===== src/rtl/sram16_bus_target.sv =====
// sram16_bus_target
//   Target side of the CPU valid/ready memory bus. Each 32-bit word request is served as two
//   16-bit accesses to an asynchronous external SRAM: low half (phase 0), then high half (phase 1).
//   One outstanding request. All outputs are registered and lag the FSM state by one cycle, so
//   the pins show SETUP/STROBE/HOLD timing exactly as decoded from state_q.
//
// Ports
//   clk, rst                  clock, asynchronous active-high reset
//   bus_addr/wdata/wr/lane    request fields, latched when a request is accepted in IDLE
//   bus_valid / bus_ready     request / one-cycle completion pulse
//   bus_rdata                 read data, valid while bus_ready=1, held until the next read
//   sram_a                    halfword address {bus_addr[SRAM_AW:2], phase}
//   sram_dq_o/_i/_oe          data pad out / in / output enable
//   sram_ce_n/oe_n/we_n       active-low chip, output and write strobes
//   sram_lb_n/ub_n            active-low byte selects
//
// Configuration
//   SRAM16_SKIP_IDLE_HALF_EN  when defined, a write phase with both of its lane bits clear is
//                             skipped entirely; reads always run both phases.
module sram16_bus_target #(
    parameter int unsigned SRAM_AW     = 18,
    parameter int unsigned WAIT_STATES = 2
) (
    input  logic               clk,
    input  logic               rst,
    input  logic [31:0]        bus_addr,
    input  logic [31:0]        bus_wdata,
    output logic [31:0]        bus_rdata,
    input  logic               bus_wr,
    input  logic [3:0]         bus_lane,
    input  logic               bus_valid,
    output logic               bus_ready,
    output logic [SRAM_AW-1:0] sram_a,
    output logic [15:0]        sram_dq_o,
    input  logic [15:0]        sram_dq_i,
    output logic               sram_dq_oe,
    output logic               sram_ce_n,
    output logic               sram_oe_n,
    output logic               sram_we_n,
    output logic               sram_lb_n,
    output logic               sram_ub_n
);

    localparam int unsigned CntW = (WAIT_STATES > 0) ? $clog2(WAIT_STATES + 1) : 1;
    localparam logic [CntW-1:0] CntLoad = CntW'(WAIT_STATES);

    typedef enum logic [2:0] {
        StIdle,
        StSetup,
        StStrobe,
        StHold,
        StDone
    } state_e;

    state_e             state_q, state_d;
    logic               phase_q, phase_d;
    logic [CntW-1:0]    cnt_q, cnt_d;
    logic [SRAM_AW-2:0] addr_q, addr_d;
    logic [31:0]        wdata_q, wdata_d;
    logic               wr_q, wr_d;
    logic [3:0]         lane_q, lane_d;
    logic [15:0]        rd_lo_q, rd_lo_d;
    logic [15:0]        rd_hi_q, rd_hi_d;

    logic               ready_q, ready_d;
    logic [31:0]        rdata_q, rdata_d;
    logic [SRAM_AW-1:0] sram_a_q, sram_a_d;
    logic [15:0]        dq_o_q, dq_o_d;
    logic               dq_oe_q, dq_oe_d;
    logic               ce_n_q, ce_n_d;
    logic               oe_n_q, oe_n_d;
    logic               we_n_q, we_n_d;
    logic               lb_n_q, lb_n_d;
    logic               ub_n_q, ub_n_d;

    logic               skip_req_lo, skip_req_hi, skip_lat_hi;
    logic               access;

    // Address bits outside the SRAM window and the byte offset are intentionally dropped.
    logic               unused_addr;
    assign unused_addr = ^{bus_addr[31:SRAM_AW+1], bus_addr[1:0]};

`ifdef SRAM16_SKIP_IDLE_HALF_EN
    assign skip_req_lo = bus_wr & (bus_lane[1:0] == 2'b00);
    assign skip_req_hi = bus_wr & (bus_lane[3:2] == 2'b00);
    assign skip_lat_hi = wr_q & (lane_q[3:2] == 2'b00);
`else
    assign skip_req_lo = 1'b0;
    assign skip_req_hi = 1'b0;
    assign skip_lat_hi = 1'b0;
`endif

    // Next-state and request latching.
    always_comb begin
        state_d = state_q;
        phase_d = phase_q;
        cnt_d   = cnt_q;
        addr_d  = addr_q;
        wdata_d = wdata_q;
        wr_d    = wr_q;
        lane_d  = lane_q;
        rd_lo_d = rd_lo_q;
        rd_hi_d = rd_hi_q;

        unique case (state_q)
            StIdle: begin
                // ready_q high means the initiator may still be holding valid from the
                // request just completed; that edge is not a sampling edge.
                if (bus_valid && !ready_q) begin
                    addr_d  = bus_addr[SRAM_AW:2];
                    wdata_d = bus_wdata;
                    wr_d    = bus_wr;
                    lane_d  = bus_lane;
                    if (skip_req_lo) begin
                        phase_d = 1'b1;
                        state_d = skip_req_hi ? StDone : StSetup;
                    end else begin
                        phase_d = 1'b0;
                        state_d = StSetup;
                    end
                end
            end
            StSetup: begin
                cnt_d   = CntLoad;
                state_d = StStrobe;
            end
            StStrobe: begin
                if (cnt_q == '0) begin
                    state_d = StHold;
                end else begin
                    cnt_d = cnt_q - CntW'(1);
                end
            end
            StHold: begin
                // Pins still show the strobe during this cycle, so the pad is sampled here.
                if (!wr_q) begin
                    if (phase_q) begin
                        rd_hi_d = sram_dq_i;
                    end else begin
                        rd_lo_d = sram_dq_i;
                    end
                end
                if (!phase_q && !skip_lat_hi) begin
                    phase_d = 1'b1;
                    state_d = StSetup;
                end else begin
                    state_d = StDone;
                end
            end
            StDone: begin
                state_d = StIdle;
            end
            default: begin
                state_d = StIdle;
            end
        endcase
    end

    // Output register inputs, decoded from the current state.
    always_comb begin
        access   = (state_q == StSetup) || (state_q == StStrobe) || (state_q == StHold);
        ce_n_d   = ~access;
        oe_n_d   = ~((state_q == StStrobe) && !wr_q);
        we_n_d   = ~((state_q == StStrobe) && wr_q);
        dq_oe_d  = access && wr_q;
        sram_a_d = sram_a_q;
        dq_o_d   = dq_o_q;
        lb_n_d   = 1'b1;
        ub_n_d   = 1'b1;
        ready_d  = (state_q == StDone);
        rdata_d  = rdata_q;

        if (access) begin
            sram_a_d = {addr_q, phase_q};
            if (wr_q) begin
                dq_o_d = phase_q ? wdata_q[31:16] : wdata_q[15:0];
                lb_n_d = phase_q ? ~lane_q[2] : ~lane_q[0];
                ub_n_d = phase_q ? ~lane_q[3] : ~lane_q[1];
            end else begin
                // Reads always fetch the full halfword; lanes may be stale.
                lb_n_d = 1'b0;
                ub_n_d = 1'b0;
            end
        end

        if ((state_q == StDone) && !wr_q) begin
            rdata_d = {rd_hi_q, rd_lo_q};
        end
    end

    always_ff @(posedge clk or posedge rst) begin
        if (rst) begin
            state_q  <= StIdle;
            phase_q  <= 1'b0;
            cnt_q    <= '0;
            addr_q   <= '0;
            wdata_q  <= '0;
            wr_q     <= 1'b0;
            lane_q   <= '0;
            rd_lo_q  <= '0;
            rd_hi_q  <= '0;
            ready_q  <= 1'b0;
            rdata_q  <= '0;
            sram_a_q <= '0;
            dq_o_q   <= '0;
            dq_oe_q  <= 1'b0;
            ce_n_q   <= 1'b1;
            oe_n_q   <= 1'b1;
            we_n_q   <= 1'b1;
            lb_n_q   <= 1'b1;
            ub_n_q   <= 1'b1;
        end else begin
            state_q  <= state_d;
            phase_q  <= phase_d;
            cnt_q    <= cnt_d;
            addr_q   <= addr_d;
            wdata_q  <= wdata_d;
            wr_q     <= wr_d;
            lane_q   <= lane_d;
            rd_lo_q  <= rd_lo_d;
            rd_hi_q  <= rd_hi_d;
            ready_q  <= ready_d;
            rdata_q  <= rdata_d;
            sram_a_q <= sram_a_d;
            dq_o_q   <= dq_o_d;
            dq_oe_q  <= dq_oe_d;
            ce_n_q   <= ce_n_d;
            oe_n_q   <= oe_n_d;
            we_n_q   <= we_n_d;
            lb_n_q   <= lb_n_d;
            ub_n_q   <= ub_n_d;
        end
    end

    assign bus_ready  = ready_q;
    assign bus_rdata  = rdata_q;
    assign sram_a     = sram_a_q;
    assign sram_dq_o  = dq_o_q;
    assign sram_dq_oe = dq_oe_q;
    assign sram_ce_n  = ce_n_q;
    assign sram_oe_n  = oe_n_q;
    assign sram_we_n  = we_n_q;
    assign sram_lb_n  = lb_n_q;
    assign sram_ub_n  = ub_n_q;

endmodule


===== config.mk =====
export PLATFORM = sky130hd
export DESIGN_NAME = sram16_bus_target
export DESIGN_NICKNAME = d
export VERILOG_FILES = /design/src/rtl/sram16_bus_target.sv
export SDC_FILE = /design/constraint.sdc
export NUM_CORES = 1
export LEC_CHECK = 0
export BUFFER_PORTS_ARGS = -buffer_cell sky130_fd_sc_hd__buf_2
export CAP_MARGIN = 0
export CORE_UTILIZATION = 48
export DETAILED_ROUTE_END_ITERATION = 10
export PLACE_DENSITY = 0.76
export SYNTH_ARGS = -nofsm -noshare
export SYNTH_HDL_FRONTEND = slang
export SYNTH_SLANG_ARGS = --single-unit
export TNS_END_PERCENT = 1

===== constraint.sdc =====
create_clock -name clk -period 5.25 [get_ports clk]
set_clock_uncertainty 0.1 [all_clocks]
set_input_delay 1.05 -clock clk [delete_from_list [all_inputs] [get_ports clk]]
set_output_delay 1.05 -clock clk [all_outputs]
set_load 0.02 [all_outputs]

==> results.md <==
- The flow ran to the end, and the final reports show no timing, DRC or antenna violations.
- The number of violations of the max-capacitance limit is 0.
- Of the total power, registers draw 0.422.
- The sequential cell area fraction in the yosys report is 0.635.
- Of the total synthesized cell area, the portion taken by full adders, half adders and majority gates is 0.00192.
- The xor/xnor cell area share of the yosys netlist is 0.00134.
- The share of total power dissipated in the clock network is 0.216.
- Yosys attributes the largest share of cell area to sky130_fd_sc_hd__dfrtp_1 61%, sky130_fd_sc_hd__mux2_2 20%, sky130_fd_sc_hd__mux2_1 3.3%, sky130_fd_sc_hd__mux2i_1 2.8%, sky130_fd_sc_hd__buf_6 2.6%.
- The yosys synthesis warning count is 0.
- At the end of the flow, the number of nets in the layout was 654.
- The number of design-rule violations left by the first detailed-router iteration is 152.
- The shortest clock period the worst path allows after layout is 2.53 ns.
- The first global-routing pass estimated 20700 um of wire.
- The effective utilization at floorplan is 0.492.
- The path class of the tightest hold or removal check is reg -> reg.
- The number of vias per cell is 5.09.
- The cell taking the most area after synthesis is sky130_fd_sc_hd__dfrtp_1.
- Entering global routing, the biggest net connects 75 pins.
- Counting instances, the worst hold path has a depth of 1.
- The filler cell count is 1133.
- The number of synthesized flops with an enable pin is 0.
- In this run the core area contains 42 standard-cell rows.
- The clock network latency to the later pin of the worst-skew pair is 0.42 ns.
- The sum of negative setup slack is 0 ns.
- The area of the core region is 13200 um^2.
- The final hold slack is 0.382 ns.
- For this run, the leading register cell type out of synthesis is sky130_fd_sc_hd__dfrtp_1.
- In the finished design, the share of the clock period the worst path needs comes to 0.482.
- The I/O pin count is 161.
- Routability-driven placement finished with a final weighted congestion of 0.693.
- The diode insertion count for antenna repair is 0.
- For this run, the total global-route usage over all layers was measured as 0.192.
- The H-tree depth reported by CTS is 4.
- The endpoint identified for the worst register-to-register timing path is wdata_q[25].
- The count of nets left with antenna violations once routing finished came out at 0.
- The total DRC errors in the routed layout is 0.
- Of the total power, the share spent switching nets is 0.341.
- The proportion of netlist area held by the largest area contributor is 0.615.
- The clock passes through at most 2 buffers.
- The combinational share of power is 0.362.
- The worst hold path terminates at rd_hi_q[0].
- For this run, global-route usage on met1 was measured as 0.230.
- The maximum clock frequency is 395 MHz.
- STA classifies the critical path startpoint as a register.
- The total detailed-routing wirelength is 12300 um.
- At the placement stage, the worst setup path has a slack of 2.29 ns.
- The worst reg-to-reg path cell count is 4.
- The worst endpoint required time is 5.45 ns.
- After clock tree synthesis, the setup repair step added 0 buffers.
- The post-synthesis instance total is 421.
- The TritonCTS clock tree is yes.
- Sorting the synthesized cells by how often they occur yields 160 x sky130_fd_sc_hd__dfrtp_1, 116 x sky130_fd_sc_hd__mux2_2, 32 x sky130_fd_sc_hd__a21oi_1, 19 x sky130_fd_sc_hd__mux2_1, 18 x sky130_fd_sc_hd__mux2i_1.
- The startpoint of the most critical setup path is state_q[0].
- The post-synthesis compound-gate area fraction is 0.0375.
- Among all cell types in the netlist, the one instantiated most often is sky130_fd_sc_hd__dfrtp_1.
- The tree is rooted in a sky130_fd_sc_hd__clkbuf_16.
- The TritonCTS sink count is 165.
- The horizontal die dimension is 118 um.
- After legalization and detailed placement, the total HPWL measured 8150 um.
- Summed over all layers, the global routing overflow is 0.
- The number of different library cells in the post-synthesis netlist is 31.
- The launch point of the worst hold path is rd_hi_q[0].
- The global-route met3 utilization is 0.0748.
- The count of final setup violators is 0.
- The synthesized-area fraction occupied by and/or/nand/nor cells is 0.0244.
- In this run the static leakage power is 0.00366 uW.
- The final worst slack is 2.72 ns.
- The net count after synthesis is 510.
- The mapped netlist covers 6510 um^2.
- The combinational family with the most area after synthesis is multiplexers.
- The number of port buffers is 145.
- The kind of critical path is reg -> reg.
- The number of endpoints with negative hold slack in the final report is 0.
- The post-synthesis register bit count is 165.
- The number of buffers inserted during clock tree synthesis is 17.
- The via count of the first global-routing pass was 4083.
- The worst endpoint data arrival time is 2.73 ns.
- Registers take 4140 um^2.
- The analysis attributes to net switching a power of 1820 uW.
- The proportion of synthesized flip-flops having asynchronous set or reset is 1.00.
- Dividing the synthesized area by the synthesized cell count gives 15.5 um^2.
- The relative area change from synthesis to final layout is 20.4%.
- The share of final-layout standard cells stronger than drive strength 1 is 0.536.
- The count of instances resized after the clock tree is built is 0.
- The worst register-to-register path begins at state_q[0].
- The post-detailed-route wirelength per cell is 16.3 um.
- The headroom to the max-slew limit is 0.385.
- The number of detailed-routing iterations run before antenna repair is 4.
- The number of antenna violations at the first check in global routing came to 0.
- For met2 alone, demand over resource in global routing was 0.313.
- In this run the most used layer during global routing was met2.
- The endpoint class of the critical path is a register.
- Setup repair after global routing left no endpoint under its margin.
- The mux share of post-synthesis cell area is 0.261.
- The overall via count from detail_route is 3838.
- The multi-input logic area is 2120 um^2.
- For this design the ratio of total power to cell area is 681 nW/um^2.
- The peak ir drop on the vdd network is 363 uV.
- The die covers 14000 um^2.
- The measured slew at the worst slew-check pin is 0.922 ns.
- The worst register-to-register path has a setup slack of 2.72 ns.
- Internal power comes to 3520 uW.
- Along the worst path, the maximum fanout reaches 34.
- After clock tree synthesis, the flow added hold-fix buffers numbering 0.
- After clock tree synthesis, the clock-pin slew on the worst setup and hold paths is 0.06 ns.
- The floorplan step set the die height to 118 um.
- The number of pins with negative max-slew slack in the final report is 0.
worst max-delay path by stage:
stage                  endpoint  slack [ns]  cells after the start
floorplan             addr_q[0]        2.01                      1
detailed placement  wdata_q[25]        2.29                      4
finish              wdata_q[25]        2.72                      4
global placement           wr_q        2.35                      4
global route         wdata_q[8]        2.55                      4
CTS                 wdata_q[25]        2.65                      4
area by class of cell:
type | count | area share
Timing Repair Buffer | 152 | 0.0993
Multi-Input combinational cell | 223 | 0.271
Sequential cell | 165 | 0.527
Clock buffer | 23 | 0.0610
Inverter | 6 | 0.00335
Tap cell | 176 | 0.0281
Clock inverter | 9 | 0.00989
power groups by stage:
stage               Combinational (uW)  Clock [uW]  Sequential, uW
floorplan                         1190           0            2520
global placement                  1890           0            2230
detailed placement                1960           0            2280
CTS                               1960        1190            2260
global route                      2090        1240            2340
finish                            1930        1160            2250
metrics by stage:
stage | total power [uW] | area, um^2 | std cells | utilization
2_1_floorplan | 3710 | 6520 | 421 | -
3_3_place_gp | 4120 | 7280 | 722 | 0.550
3_5_place_dp | 4240 | 7280 | 722 | 0.550
4_1_cts | 5420 | 7840 | 754 | 0.592
5_1_grt | 5670 | 7840 | 754 | 0.592
6_report | 5340 | 7840 | 754 | 0.592
critical path: stages, from the launching register on:
cell and delay [ns]:
sky130_fd_sc_hd__dfrtp_1 0.54, sky130_fd_sc_hd__nor2_2 0.22, sky130_fd_sc_hd__and4bb_2 0.65, sky130_fd_sc_hd__buf_4 0.50, sky130_fd_sc_hd__mux2_2 0.39
cells by family (layout without fill, tap and decap cells):
family          after synthesis  after routing
buf+inv                      33            190
fa+ha+maj                     1              1
compound gates               45             45
xor+xnor                      1              1
flops                       165            165
mux                         153            153
simple gates                 23             23
layer usage:
layer	routed length, um	share of wire	up-vias
met5	0	0	-
met4	136	0.011	0
met3	891	0.073	12
met2	6050	0.49	123
met1	5180	0.42	1941
li1	-	-	1762
sequential cells by signal (all words and copies together) (netlist names), 2 cells and up:
| name | flops |
|---|---|
| rd_lo_q | 16 |
| state_q | 3 |
| lane_q | 4 |
| rd_hi_q | 16 |
| cnt_q | 2 |
| bus_rdata | 32 |
| wdata_q | 32 |
| sram_dq_o | 16 |
| sram_a | 18 |
| addr_q | 17 |
cell usage in the layout, fill, tap and decap left out, types with 2 or more instances in the layout:
master / synthesis / layout
sky130_fd_sc_hd__buf_2: 7 / 145
sky130_fd_sc_hd__mux2_1: 19 / 19
sky130_fd_sc_hd__nor2b_1: 2 / 2
sky130_fd_sc_hd__nor2_1: 5 / 5
sky130_fd_sc_hd__clkbuf_16: 0 / 17
sky130_fd_sc_hd__clkinv_2: 0 / 5
sky130_fd_sc_hd__clkinvlp_4: 0 / 4
sky130_fd_sc_hd__dfrtp_1: 160 / 160
sky130_fd_sc_hd__dfstp_2: 5 / 5
sky130_fd_sc_hd__o21a_1: 2 / 2
sky130_fd_sc_hd__clkbuf_1: 3 / 3
sky130_fd_sc_hd__o21ai_0: 7 / 7
sky130_fd_sc_hd__nand2_1: 5 / 5
sky130_fd_sc_hd__and2_1: 2 / 2
sky130_fd_sc_hd__clkbuf_8: 0 / 3
sky130_fd_sc_hd__mux2_2: 116 / 116
sky130_fd_sc_hd__buf_4: 2 / 7
sky130_fd_sc_hd__mux2i_1: 18 / 18
sky130_fd_sc_hd__inv_1: 6 / 5
sky130_fd_sc_hd__a21oi_1: 32 / 32
sky130_fd_sc_hd__nand3b_1: 2 / 2
(Power assumes the default switching activity.)
